<file path="config.mk">
export PLATFORM = sky130hd
export DESIGN_NAME = airlock_controller
export DESIGN_NICKNAME = d
export VERILOG_FILES = /design/src/rtl/airlock_pkg.sv /design/src/rtl/airlock_timer.sv /design/src/rtl/airlock_controller.sv
export SDC_FILE = /design/constraint.sdc
export NUM_CORES = 1
export LEC_CHECK = 0
export ABC_AREA = 1
export CORE_MARGIN = 1.5
export CORE_UTILIZATION = 30
export DETAILED_ROUTE_END_ITERATION = 10
export PLACE_DENSITY = 0.45
export REMOVE_ABC_BUFFERS = 1
export SYNTH_ARGS = -nofsm -noshare
export SYNTH_HDL_FRONTEND = slang
export SYNTH_SLANG_ARGS = --single-unit
</file>
<file path="constraint.sdc">
create_clock -name clock -period 2.3 [get_ports clock]
set_clock_uncertainty 0.15 [all_clocks]
set_input_delay 0.46 -clock clock [delete_from_list [all_inputs] [get_ports clock]]
set_output_delay 0.46 -clock clock [all_outputs]
set_load 0.02 [all_outputs]
</file>
<file path="src/rtl/airlock_pkg.sv">
// ============================================================================
// Module   : airlock_pkg
// Purpose  : Shared types, default constants and output decode for the
//            airlock chamber sequencer.
// Revision : 1.0 - initial release
// ============================================================================
`default_nettype none

package airlock_pkg;

  // Sequencer states. INIT is only ever occupied straight out of reset.
  typedef enum logic [2:0] {
    ST_INIT          = 3'd0,
    ST_PRESSURIZED   = 3'd1,
    ST_DEPRESSURIZED = 3'd2,
    ST_PRESS         = 3'd3,
    ST_DEPRESS       = 3'd4,
    ST_INNER_OPEN    = 3'd5,
    ST_OUTER_OPEN    = 3'd6,
    ST_FAULT         = 3'd7
  } airlock_state_t;

  // Default configuration of a flight unit.
  localparam logic [7:0] c_DEF_P_HIGH         = 8'd100;
  localparam logic [7:0] c_DEF_P_LOW          = 8'd0;
  localparam int         c_DEF_DOOR_CYCLES    = 8;
  localparam int         c_DEF_TIMEOUT_CYCLES = 1000;
  localparam int         c_DEF_TW             = 16;

  // Complete set of registered controller outputs.
  typedef struct packed {
    logic start_press;
    logic start_depress;
    logic inner_open;
    logic outer_open;
    logic busy;
    logic fault;
  } airlock_out_t;

  // Moore decode: outputs depend only on the state being entered and on
  // whether any crew request is still waiting to be served.
  function automatic airlock_out_t decode_outputs(input airlock_state_t st,
                                                  input logic pend_any);
    airlock_out_t o;
    o = '0;
    case (st)
      ST_PRESS: begin
        o.start_press = 1'b1;
        o.busy        = 1'b1;
      end
      ST_DEPRESS: begin
        o.start_depress = 1'b1;
        o.busy          = 1'b1;
      end
      ST_INNER_OPEN: begin
        o.inner_open = 1'b1;
        o.busy       = 1'b1;
      end
      ST_OUTER_OPEN: begin
        o.outer_open = 1'b1;
        o.busy       = 1'b1;
      end
      ST_PRESSURIZED,
      ST_DEPRESSURIZED: begin
        o.busy = pend_any;
      end
      ST_FAULT: begin
        o.fault = 1'b1;
        o.busy  = 1'b1;
      end
      default: begin
        o.busy = 1'b1;
      end
    endcase
    return o;
  endfunction

endpackage

`default_nettype wire

</file>
<file path="src/rtl/airlock_timer.sv">
// ============================================================================
// Module   : airlock_timer
// Purpose  : Shared up-counter for door hold time and pump timeout. Clears
//            synchronously on request and flags when the selected last
//            cycle has been reached.
// Revision : 1.0 - initial release
// ============================================================================
`default_nettype none

module airlock_timer #(
  parameter int TW = 16
) (
  input  logic          clk,
  input  logic          rst,
  input  logic          i_clear,
  input  logic          i_sel_door,
  input  logic [TW-1:0] i_door_last,
  input  logic [TW-1:0] i_timeout_last,
  output logic          o_done
);

  logic [TW-1:0] r_count;
  logic [TW-1:0] w_limit;

  // Count cycles spent in the current state; saturate so an idle state can
  // sit indefinitely without the count wrapping back through a limit.
  always_ff @(posedge clk or posedge rst) begin
    if (rst) begin
      r_count <= '0;
    end else if (i_clear) begin
      r_count <= '0;
    end else if (r_count != {TW{1'b1}}) begin
      r_count <= r_count + TW'(1);
    end
  end

  // Pick the limit matching the activity being timed.
  assign w_limit = i_sel_door ? i_door_last : i_timeout_last;
  assign o_done  = (r_count == w_limit);

endmodule

`default_nettype wire

</file>
<file path="src/rtl/airlock_controller.sv">
// ============================================================================
// Module   : airlock_controller
// Purpose  : Airlock chamber sequencer. Arbitrates cabin-side and vacuum-side
//            crew requests, drives the pressure pump and opens one door only
//            when the chamber pressure matches that side. A pump that fails
//            to reach its target in time latches a sticky fault.
// Revision : 1.0 - initial release
// ============================================================================
`default_nettype none

module airlock_controller
  import airlock_pkg::*;
#(
  parameter logic [7:0] P_HIGH         = c_DEF_P_HIGH,
  parameter logic [7:0] P_LOW          = c_DEF_P_LOW,
  parameter int         DOOR_CYCLES    = c_DEF_DOOR_CYCLES,
  parameter int         TIMEOUT_CYCLES = c_DEF_TIMEOUT_CYCLES,
  parameter int         TW             = c_DEF_TW
) (
  input  logic       clock,
  input  logic       reset,
  input  logic       innerRequest,
  input  logic       outerRequest,
  input  logic [7:0] pressure,
  output logic       startPressurization,
  output logic       startDepressurization,
  output logic       innerDoorOpen,
  output logic       outerDoorOpen,
  output logic       busy,
  output logic       fault
);

  // Timer values for the final cycle of a door hold and of a pump run.
  localparam logic [TW-1:0] c_DOOR_LAST    = TW'(DOOR_CYCLES - 1);
  localparam logic [TW-1:0] c_TIMEOUT_LAST = TW'(TIMEOUT_CYCLES - 1);

  airlock_state_t r_state;
  airlock_state_t w_next_state;

  logic r_inner_pend;
  logic r_outer_pend;
  logic w_inner_pend_next;
  logic w_outer_pend_next;

  logic w_at_high;
  logic w_at_low;
  logic w_timer_clear;
  logic w_timer_sel_door;
  logic w_timer_done;

  airlock_out_t r_out;
  airlock_out_t w_out_next;

  // Pressure thresholds; the low side is written as "not above" so that a
  // zero P_LOW does not turn into a constant comparison.
  assign w_at_high = (pressure >= P_HIGH);
  assign w_at_low  = !(pressure > P_LOW);

  // Door states use the hold limit; everything else uses the pump timeout.
  assign w_timer_sel_door = (r_state == ST_INNER_OPEN) ||
                            (r_state == ST_OUTER_OPEN);

  // Every state change restarts the timer from zero.
  assign w_timer_clear = (w_next_state != r_state);

  airlock_timer #(
    .TW (TW)
  ) u_timer (
    .clk            (clock),
    .rst            (reset),
    .i_clear        (w_timer_clear),
    .i_sel_door     (w_timer_sel_door),
    .i_door_last    (c_DOOR_LAST),
    .i_timeout_last (c_TIMEOUT_LAST),
    .o_done         (w_timer_done)
  );

  // State register.
  always_ff @(posedge clock or posedge reset) begin
    if (reset) begin
      r_state <= ST_INIT;
    end else begin
      r_state <= w_next_state;
    end
  end

  // Next-state selection. At rest, the door matching the current pressure
  // wins; the opposite request waits and is reached through a pump state.
  // In pump states reaching the threshold beats the timeout.
  always_comb begin
    w_next_state = r_state;
    case (r_state)
      ST_INIT: begin
        w_next_state = w_at_high ? ST_PRESSURIZED : ST_PRESS;
      end
      ST_PRESSURIZED: begin
        if (r_inner_pend) begin
          w_next_state = ST_INNER_OPEN;
        end else if (r_outer_pend) begin
          w_next_state = ST_DEPRESS;
        end
      end
      ST_DEPRESSURIZED: begin
        if (r_outer_pend) begin
          w_next_state = ST_OUTER_OPEN;
        end else if (r_inner_pend) begin
          w_next_state = ST_PRESS;
        end
      end
      ST_PRESS: begin
        if (w_at_high) begin
          w_next_state = ST_PRESSURIZED;
        end else if (w_timer_done) begin
          w_next_state = ST_FAULT;
        end
      end
      ST_DEPRESS: begin
        if (w_at_low) begin
          w_next_state = ST_DEPRESSURIZED;
        end else if (w_timer_done) begin
          w_next_state = ST_FAULT;
        end
      end
      ST_INNER_OPEN: begin
        if (w_timer_done) begin
          w_next_state = ST_PRESSURIZED;
        end
      end
      ST_OUTER_OPEN: begin
        if (w_timer_done) begin
          w_next_state = ST_DEPRESSURIZED;
        end
      end
      ST_FAULT: begin
        w_next_state = ST_FAULT;
      end
      default: begin
        w_next_state = ST_INIT;
      end
    endcase
  end

  // Request capture: a request is remembered until its door grant starts.
  // Requests for a door that is already open, and any request while
  // faulted, are dropped.
  always_comb begin
    w_inner_pend_next = r_inner_pend;
    w_outer_pend_next = r_outer_pend;
    if (r_state != ST_FAULT) begin
      if (innerRequest && (r_state != ST_INNER_OPEN)) begin
        w_inner_pend_next = 1'b1;
      end
      if (outerRequest && (r_state != ST_OUTER_OPEN)) begin
        w_outer_pend_next = 1'b1;
      end
    end
    if ((w_next_state == ST_INNER_OPEN) && (r_state != ST_INNER_OPEN)) begin
      w_inner_pend_next = 1'b0;
    end
    if ((w_next_state == ST_OUTER_OPEN) && (r_state != ST_OUTER_OPEN)) begin
      w_outer_pend_next = 1'b0;
    end
  end

  // Pending request flags.
  always_ff @(posedge clock or posedge reset) begin
    if (reset) begin
      r_inner_pend <= 1'b0;
      r_outer_pend <= 1'b0;
    end else begin
      r_inner_pend <= w_inner_pend_next;
      r_outer_pend <= w_outer_pend_next;
    end
  end

  // Decode outputs for the state being entered so they change together
  // with the state register and come straight from flops.
  assign w_out_next = decode_outputs(w_next_state,
                                     w_inner_pend_next | w_outer_pend_next);

  // Output register; reset drops every pump and door command at once.
  always_ff @(posedge clock or posedge reset) begin
    if (reset) begin
      r_out <= '0;
    end else begin
      r_out <= w_out_next;
    end
  end

  assign startPressurization   = r_out.start_press;
  assign startDepressurization = r_out.start_depress;
  assign innerDoorOpen         = r_out.inner_open;
  assign outerDoorOpen         = r_out.outer_open;
  assign busy                  = r_out.busy;
  assign fault                 = r_out.fault;

  // Safety interlocks.
  a_one_door_only : assert property (@(posedge clock) disable iff (reset)
    !(innerDoorOpen && outerDoorOpen));

  a_no_door_while_pumping : assert property (@(posedge clock) disable iff (reset)
    !((innerDoorOpen || outerDoorOpen) &&
      (startPressurization || startDepressurization)));

  a_one_pump_direction : assert property (@(posedge clock) disable iff (reset)
    !(startPressurization && startDepressurization));

endmodule

`default_nettype wire

</file>
**Yosys cells after proc, flatten, opt, wreduce, memory -nomap -nowiden**

Index checks and enable logic that the tools add are counted.

- Register bits after elaboration: 27
- Bits of input ports: 12

- Add/sub/neg operators: 1
- Magnitude comparators: 2
- Equal/unequal tests: 20
- Multiplexer cells: 26
- Bitwise operators: 1
- Reductions and logical operators: 8

Operator list:

| kind | count |
|---|---|
| $mux W16 | 2 |
| $mux W3 | 9 |
| $eq A3 B3 Y1 const B | 8 |
| $pmux W3 S8 | 1 |
| $add A16 B1 Y16 const B | 1 |
| $eq A16 B16 Y1 | 1 |
| $ne A16 B16 Y1 const B | 1 |
| $eq A3 B2 Y1 const B | 4 |
| $mux W1 | 12 |
| $mux W10 | 1 |
| $ne A3 B3 Y1 const B | 3 |
| $ge A8 B7 Y1 const B | 1 |
| $gt A8 B1 Y1 const B | 1 |
| $eq A3 B1 Y1 const B | 2 |
| $logic_and A1 B1 Y1 | 4 |
| $logic_not A3 Y1 | 1 |
| $ne A3 B3 Y1 | 1 |
| $mux W2 | 1 |
| $reduce_bool A2 Y1 | 1 |
| $reduce_or A2 Y1 | 1 |
| $logic_or A1 B1 Y1 | 1 |
| $or A1 B1 Y1 | 1 |

**Depth between registers and ports, before layout**

- Depth after elaboration: 12
- Gate-level depth with buffers: 15

**Cells and area by module**

Synthesis repeated with hierarchy kept, for this count alone.

- Cell total of the unflattened synthesis: 364
- Area total of the unflattened synthesis: 2331.0 um^2

Modules (own cells, without submodules):

| module | instances | cells each | area each (um^2) | seq. area each (um^2) |
|---|---|---|---|---|
| airlock_timer | 1 | 257 | 1510.2 | 400.4 |
| airlock_controller | 1 | 107 | 820.8 | 275.3 |

**Worst setup path before layout**

OpenSTA, ideal clock, no wires.

- Kind: register to register
- From: reg u_timer.r_count[0]
- To: reg u_timer.r_count[9]
- Arrival time: 1653 ps
- Data required time: 2070 ps
- Slack: 418 ps
- Stages on the path, launching flop included: 14
- Buffers on the path: 1
- Path through: dfrtp_1 -> ha_1 -> nand2_1 -> clkinv_1 -> nand3_1 -> nor2_4 -> nand3_2 -> nand2_1 -> nand2_2 -> nand2_2 -> nand2_1 -> nand3_2 -> buf_8 -> nor3_4

- Longest elaborated chain between the ends: 6
- Elaborated cells on any way between the ends: 13
- Classes of those cells: add/sub: 1; eq/ne: 3; mux: 8; reduce/logical: 1

RTL lines:

| element | RTL line | source |
|---|---|---|
| start: declaration | airlock_timer.sv:22 | `logic [TW-1:0] r_count;` |
| start signal: assignment | airlock_timer.sv:33 | `r_count <= r_count + TW'(1);` |
| $eq A16 B16 Y1 * | airlock_timer.sv:39 | `assign o_done = (r_count == w_limit);` |
| $mux W3 | airlock_controller.sv:113, airlock_controller.sv:120 |  |
| $mux W3, on equally long branches | airlock_controller.sv:118, airlock_controller.sv:111 |  |
| $pmux W3 S8 * | airlock_controller.sv:92 | `case (r_state)` |
| via w_next_state[2] | airlock_controller.sv:38 | `airlock_state_t w_next_state;` |
| $ne A3 B3 Y1 * | airlock_controller.sv:64 | `assign w_timer_clear = (w_next_state != r_state);` |
| $mux W16 / $reduce_bool A2 Y1 (equally long branches) | -- |  |

Mark *: on every way through the listed nets, which the timed path passes. The rest lies on a longest branch. The select of a mux whose other input is x is not followed.
A chain may end at the register's enable or synchronous reset.

**Worst setup path after layout**

- From: reg u_timer.r_count[0]
- To: reg u_timer.r_count[10]

- Longest elaborated chain between the ends: 6
- Elaborated cells on any way between the ends: 13
- Classes of those cells: add/sub: 1; eq/ne: 3; mux: 8; reduce/logical: 1

RTL lines:

| element | RTL line |
|---|---|
| $eq A16 B16 Y1 | airlock_timer.sv:39 |
| $mux W3 | airlock_controller.sv:113, airlock_controller.sv:120 |
| $mux W3, on equally long branches | airlock_controller.sv:118, airlock_controller.sv:111 |
| $pmux W3 S8 | airlock_controller.sv:92 |
| $ne A3 B3 Y1 | airlock_controller.sv:64 |
| $mux W16 / $reduce_bool A2 Y1 (equally long branches) | -- |

Several ways; a longest one is shown, not always the timed one. The select of a mux whose other input is x is not followed.

==> summary.txt <==
Timing
  – Final setup TNS: 0 ns
  – Relative slew margins: 70.8%
  – Final setup fails: 0
  – Worst-Margin Slew: 0.434 ns
  – Fin. Hold Viols: 0
  – Minimum clock period: 2.03 ns
  – Slew Viols, Final: 0
  – Max Fclk: 0.492 GHz
  – Final period utilization: 88.4%
  – RSZ-0062 raised after global routing: false
  – Hold WS: 0.379 ns

Run
  – Max-capacitance violation count: 0

Detailed routing
  – Via count: 1440
  – Vias per cell: 4.36
  – Total Wirelength: 3700 um
  – ANT nets after route: 0
  – Routed wire per std cell: 11.2 um
  – Metal2 WL: 1530 um
  – Met3 wire len: 84 um
  – Max Used Layer: met4
  – M1 wire length: 2040 um
  – DRT iter0 DRCs: 56
  – Residual DRC: 0
  – 1st-pass router iterations: 4

Yosys
  – Post-Synth XOR/XNOR Area: 1.96%
  – Adder-Cell Fraction of Synth Area: 0.700%
  – Mux cell area share after synthesis: 0%
  – Area share of the largest cell type after synthesis: 37.8%
  – Post-synthesis sequential area ratio: 37.8%
  – Top cells by area, synth: dfrtp_1 (38%), nand2_1 (12%), inv_1 (6.5%)
  – Synthesized area: 0.00179 sq mm
  – Synth warn: 0
  – Mean area per synthesized cell: 7.51 sq um
  – Flop and latch count out of synthesis: 27
  – Complex-gate fraction of the synthesized area: 5.32%
  – Yosys top cell by area: dfrtp_1
  – Post-synth cell types: 31
  – Post-Syn Instances: 238
  – Main combinational cell family by area after synthesis: simple AND/OR/NAND/NOR gates
  – Post-Synth Simple-Gate Area: 42.9%

Floorplan
  – Initial Utilization: 31.7%
  – Die width: 80.2 um
  – Core ar.: 0.00564 sq mm
  – Row count: 27
  – Die Y: 80.2 um
  – I/O Pins: 18
  – Die footprint: 0.00643 sq mm

CTS
  – TritonCTS clock tree: yes
  – Clock latency on the worst-skew pair: 0.28 ns
  – Num CTS Buffers: 3
  – H-tree Lvls: 1
  – Max clock buf depth: 2
  – Buffer count from post-CTS setup fixing: 0
  – Clock Sinks: 27
  – Clock-pin slew on the worst setup and hold paths: 0.10 ns
  – Root buffer cell: clkbuf_8

Worst setup path
  – Crit path largest cell delay: 0.40 ns
  – Crit path required time: 2.35 ns
  – Slowest CP cell: dfrtp_1
  – Crit path to: u_timer.r_count[10]
  – CP startpoint kind: flip-flop
  – Cell mode on critical path: nor2_2
  – Critical R2R Capture: u_timer.r_count[10]
  – Flop-to-flop setup slack: 0.27 ns
  – Crit end category: flip-flop
  – Crit Path Class: reg2reg
  – Worst Setup SP: u_timer.r_count[0]
  – Arrival time of the worst setup path: 2.08 ns
  – Worst-path cell chain: ha_1 > nand2_2 > nor2_2 > inv_1 > nor2_1 > nand3b_1 > nand3_1 > nor2_2 > nand2_1 > o21ai_0 > nor3_2
  – CP Max Fanout: 5
  – RR Startpoint: u_timer.r_count[0]
  – Worst R2R Path Depth: 11

Place
  – Input/output buffers: 17
  – GP Congestion: 0.766
  – Post-detail-place hpwl: 2780 um

Finish
  – Final nets: 272
  – Layout filler cell count: 568
  – Area grow syn2layout: 16.6%
  – Max FFs per register: 16
  – Layout cells sized above 1: 18.6%
  – Biggest register: u_timer.r_count
  – Largest registers: u_timer.r_count: 16 flops, r_state: 3 flops
  – Total inserted antenna cells: 0

Global route
  – Initial antenna violation count: 0
  – Via count of the first global-routing pass: 1476
  – Largest net degree at the start of global routing: 28
  – First-pass GRT wire length: 6810 um
  – Grt total ovfl: 0
  – GRT Util Overall: 13.5%

Power and ir drop
  – Cell leakage power: 0.944 nW
  – Final Total Pwr: 0.000789 W
  – Worst IR Drop VDD: 0.000191 V
  – PwrDens: 378 mW/mm^2

Hold path
  – HP Class: in2async

Run status
  – Status: complete, no violations
cell usage after synthesis, drive strengths merged:
cell    count
nand3b      1
a21boi      1
a21oi       3
nor4        1
inv        35
o21ai      13
ha          1
nand3      24
dfrtp      27
buf         5
xor2        2
clkinv      1
nor2       31
nor3       21
xnor2       2
nand4       2
nand2      68
layer usage:
metal / track usage (%) / up-vias
li1: - / 797
met1: 19.3 / 623
met2: 20.4 / 16
met3: 2.27 / 4
met4: 4.66 / 0
met5: 0 / -
logic make-up (layout without fill, tap and decap cells):
group,Yosys count,after routing
and+or+nand+nor,148,148
buffers and inverters,41,61
DFF,27,27
AOI/OAI and AO/OA,17,17
xor gates and xnor gates,4,4
adders and majority gates,1,1
power breakdown:
group / total [W] / switching [W] / internal, W / leakage (nW)
combinational: 0.0000359 / 0.0000163 / 0.0000197 / 0.582
sequential: 0.000474 / 0 / 0.000474 / 0.337
clock: 0.000278 / 0.000157 / 0.000122 / 0.0255
total: 0.000789 / 0.000173 / 0.000616 / 0.944
repair_timing:
action | CTS | global route
hold endpoints to repair | 0 | 0
resized for setup | 0 | 4
hold buffers | 0 | 0
endpoints found under the setup margin | 0 | 8
through the flow:
step / cells / setup slack (ns) / area (sq um) / utilization [%]
2_1_floorplan: 233 / 0.313 / 1720 / -
3_3_place_gp: 326 / 0.0391 / 2030 / 35.9
3_5_place_dp: 326 / 0.00545 / 2030 / 35.9
4_1_cts: 330 / 0.160 / 2070 / 36.7
5_1_grt: 330 / 0.0115 / 2080 / 36.9
6_report: 330 / 0.268 / 2080 / 36.9
critical path: cells and delay by family, from the launching register on:
kind,cells,cell delay [ns]
and+or+nand+nor,8,1.03
buffers and inverters,1,0.06
DFF,1,0.40
AOI/OAI and AO/OA,1,0.09
adders and majority gates,1,0.21
cell usage in the layout, fill, tap and decap left out, types with 2 or more instances in the layout:
| cell type | count |
|---|---|
| nand3_2 | 3 |
| dfrtp_1 | 27 |
| nand3_1 | 21 |
| xnor2_1 | 2 |
| nand2_1 | 55 |
| inv_1 | 31 |
| clkdlybuf4s50_1 | 17 |
| inv_2 | 3 |
| nand2_4 | 3 |
| nor2_2 | 4 |
| nand4_1 | 2 |
| nand2_2 | 10 |
| nor2_4 | 3 |
| clkbuf_8 | 3 |
| o21ai_1 | 2 |
| nor3_1 | 10 |
| nor3_2 | 10 |
| a21oi_1 | 2 |
| o21ai_0 | 11 |
| buf_4 | 3 |
| xor2_1 | 2 |
| nor2_1 | 24 |
area by class of cell:
type                    count  area (sq um)  area share [%]
well taps                  72          90.1            4.32
flip-flops and latches     27           676            32.4
clock buffers               3          41.3            1.98
repair buffers             21           213            10.2
clock inverters             1          5.00           0.240
inverters                  36           138            6.60
multi-input cells         170           922            44.2
how the worst min path moves through the flow:
stage               slack (ns)                   to         start  depth (start not counted)
floorplan                 0.36                 busy         reset                          1
global placement          0.44         r_inner_pend  r_inner_pend                          4
detailed placement        0.44         r_inner_pend  r_inner_pend                          4
CTS                       0.39  u_timer.r_count[13]         reset                          3
global route              0.46  u_timer.r_count[11]         reset                          3
finish                    0.38  u_timer.r_count[11]         reset                          3
Power figures use the tool's default switching activity.
